File: src/rtl/demo.sv
// Soda vending FSM: 20-cent price, nickel/dime/quarter coins, registered vend pulse and change.
// Optional saturating vend counter on vend_cnt_o when DEMO_VEND_COUNT_EN is defined.
module demo (
  input  logic       clk_i,
  input  logic       rst_i,
  input  logic       nickle_i,
  input  logic       dime_i,
  input  logic       quarter_i,
  output logic       soda_o,
  output logic [4:0] change_o
`ifdef DEMO_VEND_COUNT_EN
  ,
  output logic [7:0] vend_cnt_o
`endif
);

  typedef enum logic [1:0] {
    CR0  = 2'd0,
    CR5  = 2'd1,
    CR10 = 2'd2,
    CR15 = 2'd3
  } state_t;

  localparam logic [5:0] PRICE = 6'd20;

  state_t     state_q;
  logic       soda_q;
  logic [4:0] change_q;

  logic [2:0] coins;
  logic       one_coin_d;
  logic [5:0] sum_d;
  logic       vend_d;

  function automatic logic [5:0] coin_value(input logic [2:0] c);
    logic [5:0] v;
    v = 6'd0;
    if (c[0]) v = 6'd5;
    if (c[1]) v = 6'd10;
    if (c[2]) v = 6'd25;
    return v;
  endfunction

  function automatic logic [5:0] credit_value(input state_t s);
    logic [5:0] v;
    case (s)
      CR5:     v = 6'd5;
      CR10:    v = 6'd10;
      CR15:    v = 6'd15;
      default: v = 6'd0;
    endcase
    return v;
  endfunction

  function automatic state_t credit_state(input logic [5:0] cents);
    state_t s;
    case (cents)
      6'd5:    s = CR5;
      6'd10:   s = CR10;
      6'd15:   s = CR15;
      default: s = CR0;
    endcase
    return s;
  endfunction

  // Sum never exceeds 40, so the remainder always fits in 5 bits.
  function automatic logic [4:0] change_of(input logic [5:0] cents);
    logic [5:0] r;
    r = cents - PRICE;
    return r[4:0];
  endfunction

  assign coins      = {quarter_i, dime_i, nickle_i};
  assign one_coin_d = $onehot(coins);
  assign sum_d      = credit_value(state_q) + coin_value(coins);
  assign vend_d     = one_coin_d && (sum_d >= PRICE);

  always_ff @(posedge clk_i) begin
    if (rst_i) begin
      state_q  <= CR0;
      soda_q   <= 1'b0;
      change_q <= 5'd0;
    end else begin
      soda_q   <= 1'b0;
      change_q <= 5'd0;
      if (one_coin_d) begin
        if (vend_d) begin
          state_q  <= CR0;
          soda_q   <= 1'b1;
          change_q <= change_of(sum_d);
        end else begin
          state_q  <= credit_state(sum_d);
        end
      end
    end
  end

  assign soda_o   = soda_q;
  assign change_o = change_q;

`ifdef DEMO_VEND_COUNT_EN
  logic [7:0] vend_cnt_q;

  function automatic logic [7:0] sat_inc8(input logic [7:0] v);
    return (v == 8'hFF) ? v : v + 8'd1;
  endfunction

  always_ff @(posedge clk_i) begin
    if (rst_i) begin
      vend_cnt_q <= 8'd0;
    end else if (vend_d) begin
      vend_cnt_q <= sat_inc8(vend_cnt_q);
    end
  end

  assign vend_cnt_o = vend_cnt_q;
`endif

endmodule

File: config.mk
export PLATFORM = sky130hd
export DESIGN_NAME = demo
export DESIGN_NICKNAME = d
export VERILOG_FILES = /design/src/rtl/demo.sv
export SDC_FILE = /design/constraint.sdc
export NUM_CORES = 1
export LEC_CHECK = 0
export ABC_AREA = 1
export BUFFER_PORTS_ARGS = -buffer_cell sky130_fd_sc_hd__buf_2
export CORE_AREA = 2 2 42 44
export CTS_BUF_LIST = sky130_fd_sc_hd__clkbuf_8
export DETAILED_ROUTE_END_ITERATION = 8
export DIE_AREA = 0 0 44 46
export PLACE_DENSITY_LB_ADDON = 0.08
export SKIP_CTS_REPAIR_TIMING = 1
export SLEW_MARGIN = 20
export SYNTH_ARGS = -nofsm -noshare
export SYNTH_HDL_FRONTEND = slang
export SYNTH_SLANG_ARGS = --single-unit
File: constraint.sdc
create_clock -name clk_i -period 2.2 [get_ports clk_i]
set_clock_uncertainty 0.2 [all_clocks]
set_input_delay 0.11 -clock clk_i [delete_from_list [all_inputs] [get_ports clk_i]]
set_output_delay 0.11 -clock clk_i [all_outputs]
set_load 0.05 [all_outputs]
# Yosys cells after proc, flatten, opt, wreduce, memory -nomap -nowiden
# Cells that the tools add are included.
# Widths: inputs -> output; s select.
[word_totals]
reg_bits = 8
inputBits = 5
out_inout_bits = 6
elab_cells = 27
[classes]
addsub = 4
magnitude_cmp = 1
n_eq_ne = 7
n_mux = 7
n_bitwise = 2
n_reduce_logical = 3
[ops]
columns = ["cell", "n"]
rows = [
  ["$eq 6x4->1 const B", 2],
  ["$mux 6", 2],
  ["$pmux 4 s3", 1],
  ["$add 4x6->6", 1],
  ["$eq 6x3->1 const B", 1],
  ["$ge 6x5->1 const B", 1],
  ["$pmux 2 s3", 1],
  ["$sub 5x5->5 const B", 1],
  ["$eq 2x1->1 const B", 2],
  ["$eq 2x2->1 const B", 2],
  ["$mux 3", 1],
  ["$reduce_or 3->1", 1],
  ["$add 1x1->2", 1],
  ["$add 2x1->2", 1],
  ["$mux 2", 1],
  ["$not 1->1", 2],
  ["$reduce_or 2->1", 1],
  ["$logic_and 1x1->1", 1],
  ["$mux 1", 1],
]

# Longest topological paths before layout
# Gate-level depths: netlist of the first run.
[depth]
ltp_word = 8
ltp_mapped = 16
mapped_depth_nobuf = 16

# Worst setup path after synthesis of the first run
# OpenSTA, ideal clock, no wires.
[synth_timing]
kind = "reg-to-reg"
start = "reg state_q[0]"
end = "reg state_q[1]"
setup_ns = 0.070
arrival_time_ns = 1.560
required_time_ns = 1.930
setup_slack_ns = 0.370
path_stages_with_launch = 13
path_buffers = 1
period_less_slack_ns = 1.830
cell_sequence = "dfxtp_1 > clkbuf_1 > ha_1 > nand2_1 > nand3b_2 > nand2_1 > nand2_1 > nand2_1 > ha_1 > nand3_1 > nand2_1 > nand2_1 > a21oi_1"
[synth_between]
elab_chain_cells = 6
elab_cells_between_ends = 12
cone_classes = "add/sub (1); order compare (1); eq/ne (6); mux (3); reduce/logical (1)"
[synth_rtl]
columns = ["element", "line", "rtl"]
rows = [
  ["from (decl)", "26", "state_t state_q;"],
  ["from (signal assigned)", "92", "state_q <= credit_state(sum_d);"],
  ["$eq 2x2->1 / $eq 2x1->1 (equally long branches)", "46", "case (s)"],
  ["$pmux 4 s3 (*)", "46", ""],
  ["$add 4x6->6 (*)", "75", "assign sum_d = credit_value(state_q) + coin_value(coins);"],
  ["$ge 6x5->1 (tied with other cells)", "76", "assign vend_d = one_coin_d && (sum_d >= PRICE);"],
  ["$logic_and 1x1->1 / $pmux 2 s3 (equally long branches)", "76, 57", ""],
  ["$mux 2 (*)", "87", "if (vend_d) begin"],
]
# Every way passes the cells marked *; elsewhere a longest branch is shown, timed or not.
# A chain may end at the register's enable or synchronous reset.

# Worst setup path after layout of the first run
[layout_timing]
start = "reg state_q[1]"
end = "reg state_q[1]"
# The elaborated chain is that of the path after synthesis.

==> results of run 1 <==
## worst max-delay path by stage
stage                     cells past startpoint  slack (ns)    endpoint
after CTS                                    13        0.24  state_q[1]
after floorplan                              12        0.37  state_q[1]
after global placement                       15        0.15  state_q[1]
after detailed placement                     16        0.15  state_q[1]
after global routing                         14        0.06  state_q[1]
final                                        13        0.27  state_q[1]
## cell families after synthesis
kind of cell / synth area share
simple gates: 0.430
compound gates: 0.0492
flops: 0.262
buf+inv: 0.123
fa+ha+maj: 0.135
## through the flow
step	cells	worst slack, ns
detailed placement	120	0.154
global placement	120	0.154
floorplan	94	0.370
finish	124	0.268
global route	124	0.0583
CTS	123	0.242
## worst max-delay path, delay by kind of cell (launching register included)
kind | cells | cell delay, ns
and+or+nand+nor | 8 | 0.69
DFF | 1 | 0.37
AOI/OAI and AO/OA | 1 | 0.05
buffers and inverters | 2 | 0.11
adders and majority gates | 2 | 0.39
## layout by cell type, fill, tap and decap left out, drive strengths merged
cell type    count
ha               5
nor3             1
clkbuf           3
buf             11
nor2            10
inv             18
nand4            2
o21ai            3
nand2           31
dlygate4sd3      1
fa               1
a21oi            3
nand3b           2
dfxtp            8
nand3            8
## where the power goes
group	internal (mW)	switching, mW
clock	0.118	0.0500
sequential	0.155	0.00502
combinational	0.0558	0.106
total	0.328	0.161
## area by class of cell
cell class | count | area, um^2
inverter | 18 | 67.6
timing repair buffer | 12 | 67.6
tap | 17 | 21.3
sequential | 8 | 160
fill | 177 | 881
clock buffer | 3 | 41.3
multi-input combinational | 66 | 375
## flip-flops by register name, indices dropped and copies added, names as in the netlist
signal and flops:
change_o 5, soda_o 1, state_q 2
## routing by layer
layer	vias to the layer above	GRT usage	part of all wire
li1	314	-	-
met1	233	0.159	0.51
met2	12	0.176	0.44
met3	0	0.0595	0.056
met4	0	0.0364	0
met5	-	0	0
==> results.sh, run 1 <==
export IMPL_outcome="completed"
export IMPL_r2r_end="state_q[1]"
export IMPL_syn_inst=94
export IMPL_cts_htree_levels=1
export IMPL_ys_ff_latch=8
export IMPL_yosysUniqueCellTypes=18
export IMPL_syn_num_nets=105
export IMPL_gp_congestion=0.772
export IMPL_worst_slew_pin_transition_ns=0.321
export IMPL_cp_cell_sequence="nand3_2, nand2_1, inv_1, ha_1, inv_1, nand2_1, nand2_1, nand2_1, ha_1, nand3_1, nand2_1, nand2_1, a21oi_1"
export IMPL_crit_type="reg -> reg"
export IMPL_hold_end="soda_o"
export IMPL_finalSetupViolCount=0
export IMPL_cp_required_ns=2.10
export IMPL_root_buffer="clkbuf_8"
export IMPL_hold_viol_final=0
export IMPL_ios=11
export IMPL_grt_ovfl_total=0
export IMPL_yosys_area_top_type_share=0.262
export IMPL_num_rows=15
export IMPL_cp_common_cell="nand2_1"
export IMPL_max_stage_delay_ns=0.37
export IMPL_wl_per_cell_um=9.15
export IMPL_fin_crit_sh=0.878
export IMPL_reg2reg_slack_ns=0.27
export IMPL_synth_most_common_cell="nand2_1"
export IMPL_place_hpwl_um=937
export IMPL_synth_area_um2=611
export IMPL_rsz0062_at_grt="false"
export IMPL_synth_largest_area_cell="dfxtp_1"
export IMPL_worstPathMaxFanout=4
export IMPL_drt_wl_total_um=1130
export IMPL_cts_buffers=3
export IMPL_rr_startpoint="state_q[1]"
export IMPL_worstSkewPairLatency_ns=0.22
export IMPL_power_total_uw=489
export IMPL_final_layout_size_suffix_gt1_frac=0.243
export IMPL_die_y_um=46
export IMPL_post_dp_cell_area_um2=682
export IMPL_period_needed_ns=1.93
export IMPL_start_util=0.378
export IMPL_ys_flop_type="dfxtp_1"
export IMPL_drtIter0Drc=13
export IMPL_ys_top_cells_by_count="24 x nand2_1, 16 x inv_1, 10 x nor2_1"
export IMPL_path_clk_slew_ns=0.04
export IMPL_grt_first_pass_wirelength_um=1740
export IMPL_vias=559
export IMPL_grt_pass1_vias=416
export IMPL_hold_depth=5
export IMPL_clock_sinks=8
export IMPL_peakVddDrop_uv=408
export IMPL_synth_edf_count=0
export IMPL_cp_slowest_cell="dfxtp_1"
export IMPL_yosys_warnings=0
export IMPL_diodes=0
export IMPL_drc=0
export IMPL_slew_violations=0
export IMPL_hp_class="in -> reg"
export IMPL_p_leak_nw=0.454
export IMPL_critPathArrivalTime_ns=1.84
export IMPL_drv_cap=0
export IMPL_layout_nets=120
export IMPL_power_density_nw_per_um2=668
export IMPL_cp_start_kind="flop"
export IMPL_whs_ns=0.105
export IMPL_grt_antenna_before_repair=0
export IMPL_syn2layout_area_growth_pct=20.1
export IMPL_ys_seq_area_frac=0.262
export IMPL_finish_utilization=0.454
export IMPL_final_cell_area_um2=733
export IMPL_port_buffers=10
export IMPL_crit_start="state_q[1]"
export IMPL_synthArstFlopShare=0
export IMPL_ant_nets=0
export IMPL_syn_avg_cell_area_um2=6.50
export IMPL_cp_end_kind="flop"
export IMPL_grt_total_usage=0.122
export IMPL_grt_max_degree=9
export IMPL_slew_headroom=0.785
export IMPL_dieArea_um2=2020
export IMPL_dr_pass1_iters=4
export IMPL_synth_area_leaders="dfxtp_1 26%, nand2_1 15%, ha_1 10%, inv_1 9.8%, nand2_2 6.1%"
export IMPL_die_w_um=44
export IMPL_viasPerCell=4.51
export IMPL_reg2regPathDepth=13
export IMPL_min_from="quarter_i"
export IMPL_fmax_ghz=0.518
export IMPL_fin_tns_setup_ns=0
export IMPL_clock_path_buffers=2
export IMPL_tritoncts="built"
export IMPL_coreArea_um2=1610
(Power assumes the default switching activity.)
==> run 2: changes to the inputs <==
--- a/config.mk
+++ b/config.mk
@@ -5,12 +5,11 @@
 export SDC_FILE = /design/constraint.sdc
 export NUM_CORES = 1
 export LEC_CHECK = 0
-export ABC_AREA = 1
 export BUFFER_PORTS_ARGS = -buffer_cell sky130_fd_sc_hd__buf_2
-export CORE_AREA = 2 2 42 44
+export CORE_AREA = 2 2 44 46
 export CTS_BUF_LIST = sky130_fd_sc_hd__clkbuf_8
 export DETAILED_ROUTE_END_ITERATION = 8
-export DIE_AREA = 0 0 44 46
+export DIE_AREA = 0 0 46 48
 export PLACE_DENSITY_LB_ADDON = 0.08
 export SKIP_CTS_REPAIR_TIMING = 1
 export SLEW_MARGIN = 20
==> constraint.sdc (replaced) <==
create_clock -name clk_i -period 2.1 [get_ports clk_i]
set_clock_uncertainty 0.2 [all_clocks]
set_input_delay 0.105 -clock clk_i [delete_from_list [all_inputs] [get_ports clk_i]]
set_output_delay 0.105 -clock clk_i [all_outputs]
set_load 0.05 [all_outputs]
==> results.sh, run 2 <==
export IMPL_die_y_um=48
export IMPL_synth_area_um2=682
export IMPL_clock_path_buffers=2
export IMPL_tritoncts="built"
export IMPL_violations="setup timing"
export IMPL_slew_violations=0
export IMPL_drt_wl_total_um=1610
export IMPL_ys_flop_type="dfxtp_1"
export IMPL_final_common_cell="buf_4"
export IMPL_finalSetupViolCount=4
export IMPL_period_needed_ns=2.12
export IMPL_path_clk_slew_ns=0.04
export IMPL_largest_reg_flops=5
export IMPL_yosys_warnings=0
export IMPL_fillerInstances=152
export IMPL_switching_share=0.263
export IMPL_p_sw_uw=118
export IMPL_cts_htree_levels=1
export IMPL_p_leak_nw=0.453
export IMPL_syn_num_nets=90
export IMPL_yosys_area_top_type_share=0.235
export IMPL_ys_ff_latch=8
export IMPL_grt_antenna_before_repair=0
export IMPL_coreArea_um2=1690
export IMPL_root_buffer="clkbuf_8"
export IMPL_layout_nets=123
export IMPL_final_layout_size_suffix_gt1_frac=0.500
export IMPL_gp_congestion=0.763
export IMPL_intPower_uw=332
export IMPL_viasPerCell=5.20
export IMPL_grt_max_degree=9
export IMPL_ys_seq_area_frac=0.235
export IMPL_mostFrequentLayoutCells="23 x buf_4, 10 x buf_2, 7 x inv_1, 6 x dfxtp_1, 5 x nand2_1"
export IMPL_cp_required_ns=2.07
export IMPL_crit_type="reg -> reg"
export IMPL_die_w_um=46
export IMPL_ys_top_cells_by_count="8 x dfxtp_1, 7 x inv_1, 5 x ha_1, 5 x nand2_1"
export IMPL_dr_pass1_iters=3
export IMPL_ant_nets=0
export IMPL_start_util=0.404
export IMPL_num_rows=15
export IMPL_clock_power_share=0.398
export IMPL_grt_first_pass_wirelength_um=2540
export IMPL_port_buffers=10
export IMPL_power_total_uw=451
export IMPL_cp_end_kind="flop"
export IMPL_fin_tns_setup_ns=-0.0800
export IMPL_drtIter0Drc=7
export IMPL_grt_pass1_vias=625
export IMPL_final_cell_area_um2=1010
export IMPL_p_seq_frac=0.345
export IMPL_syn_avg_cell_area_um2=8.63
export IMPL_dieArea_um2=2210
export IMPL_synth_area_leaders="dfxtp_1 23%, ha_1 9.2%, inv_1 3.9%, xnor2_1 3.9%, xor2_1 3.9%"
export IMPL_yosysUniqueCellTypes=36
export IMPL_synthArstFlopShare=0
export IMPL_place_hpwl_um=1240
export IMPL_finish_utilization=0.599
export IMPL_peakVddDrop_uv=240
export IMPL_diodes=0
export IMPL_drv_cap=0
export IMPL_clock_sinks=8
export IMPL_wl_per_cell_um=12.7
export IMPL_p_comb_frac=0.257
export IMPL_critPathArrivalTime_ns=2.09
export IMPL_ios=11
export IMPL_vias=660
export IMPL_power_density_nw_per_um2=446
export IMPL_grt_ovfl_total=0
export IMPL_drc=0
export IMPL_hold_viol_final=0
export IMPL_layout_setup_ws_ns=-0.0224
export IMPL_fin_crit_sh=1.01
export IMPL_synth_edf_count=0
export IMPL_synth_largest_area_cell="dfxtp_1"
export IMPL_synth_most_common_cell="dfxtp_1"
export IMPL_cts_buffers=3
export IMPL_rsz0062_at_grt="true"
export IMPL_post_dp_cell_area_um2=888
export IMPL_syn2layout_area_growth_pct=48.3
export IMPL_syn_inst=79
export IMPL_slew_headroom=0.781
export IMPL_worst_slew_pin_transition_ns=0.328
export IMPL_fmax_ghz=0.471
export IMPL_cp_start_kind="flop"
export IMPL_outcome="finished, violations left"
export IMPL_worstPathMaxFanout=5
export IMPL_worstSkewPairLatency_ns=0.22
export IMPL_hp_class="in -> reg"
export IMPL_grt_total_usage=0.165
run 2: cell types whose count changed after synthesis, moves of 3 or more:
cell and change:
and2_1 +4, xor2_1 +3, o21ai_1 +4, nor2_1 -6, xnor2_1 +3, nand2_1 -19
inv_1 -9, nand2_2 -5, nand3_1 -5
run 2: per-stage QoR:
stage	setup WS [ns]	hold slack, ns	instances
6_report	-0.0224	0.000423	127
5_1_grt	-0.119	0.0293	127
4_1_cts	-0.115	0.00285	127
3_5_place_dp	-0.133	0.240	124
3_3_place_gp	-0.0912	0.230	124
2_1_floorplan	0.0417	0.0808	79
run 2: path summary, 6_finish.rpt:
path                                 start     endpoint  slack, ns  cells after the start
worst min register to register  state_q[0]   state_q[0]       0.30                      2
worst min-delay path                 rst_i   state_q[0]     0.0004                      4
worst max register to register  state_q[1]  change_o[1]      -0.02                      9
worst max-delay path            state_q[1]  change_o[1]      -0.02                      9
run 2: critical path, cell delays in order (launching register included):
cell,delay (ns)
dfxtp_2,0.35
xor2_2,0.18
ha_4,0.16
nand2_2,0.05
or3_4,0.32
a21oi_2,0.15
a311oi_2,0.06
buf_4,0.17
a211oi_4,0.26
and2_1,0.16
run 2: final cells by class:
class	instances	area [um^2]	area share
clock buffers	3	41.3	0.0408
inverters	7	26.3	0.0260
multi-input cells	59	534	0.528
flip-flops and latches	8	165	0.163
well taps	17	21.3	0.0210
repair buffers	33	223	0.220
run 2: cells by family after synthesis:
kind of cell,Yosys count,share of synthesized area
AND/OR/NAND/NOR,23,0.182
AO/OA/AOI/OAI,22,0.251
buffers and inverters,12,0.0936
flip-flops,8,0.235
XOR/XNOR,7,0.101
adder cells (fa/ha/maj),7,0.138
run 2: power groups by stage:
stage          registers [mW]  logic [mW]  clock network (mW)
2_1_floorplan           0.168      0.0548                   0
3_3_place_gp            0.159       0.104                   0
3_5_place_dp            0.159       0.105                   0
4_1_cts                 0.156       0.107               0.186
5_1_grt                 0.156       0.128               0.196
6_report                0.155       0.116               0.179
run 2: per-layer routing:
layer / vias to the layer above / global-route usage / share of wire
met5: - / 0 / 0
met1: 306 / 0.175 / 0.44
met4: 0 / 0.0971 / 0.024
met2: 14 / 0.303 / 0.51
met3: 6 / 0.0302 / 0.032
li1: 334 / - / -
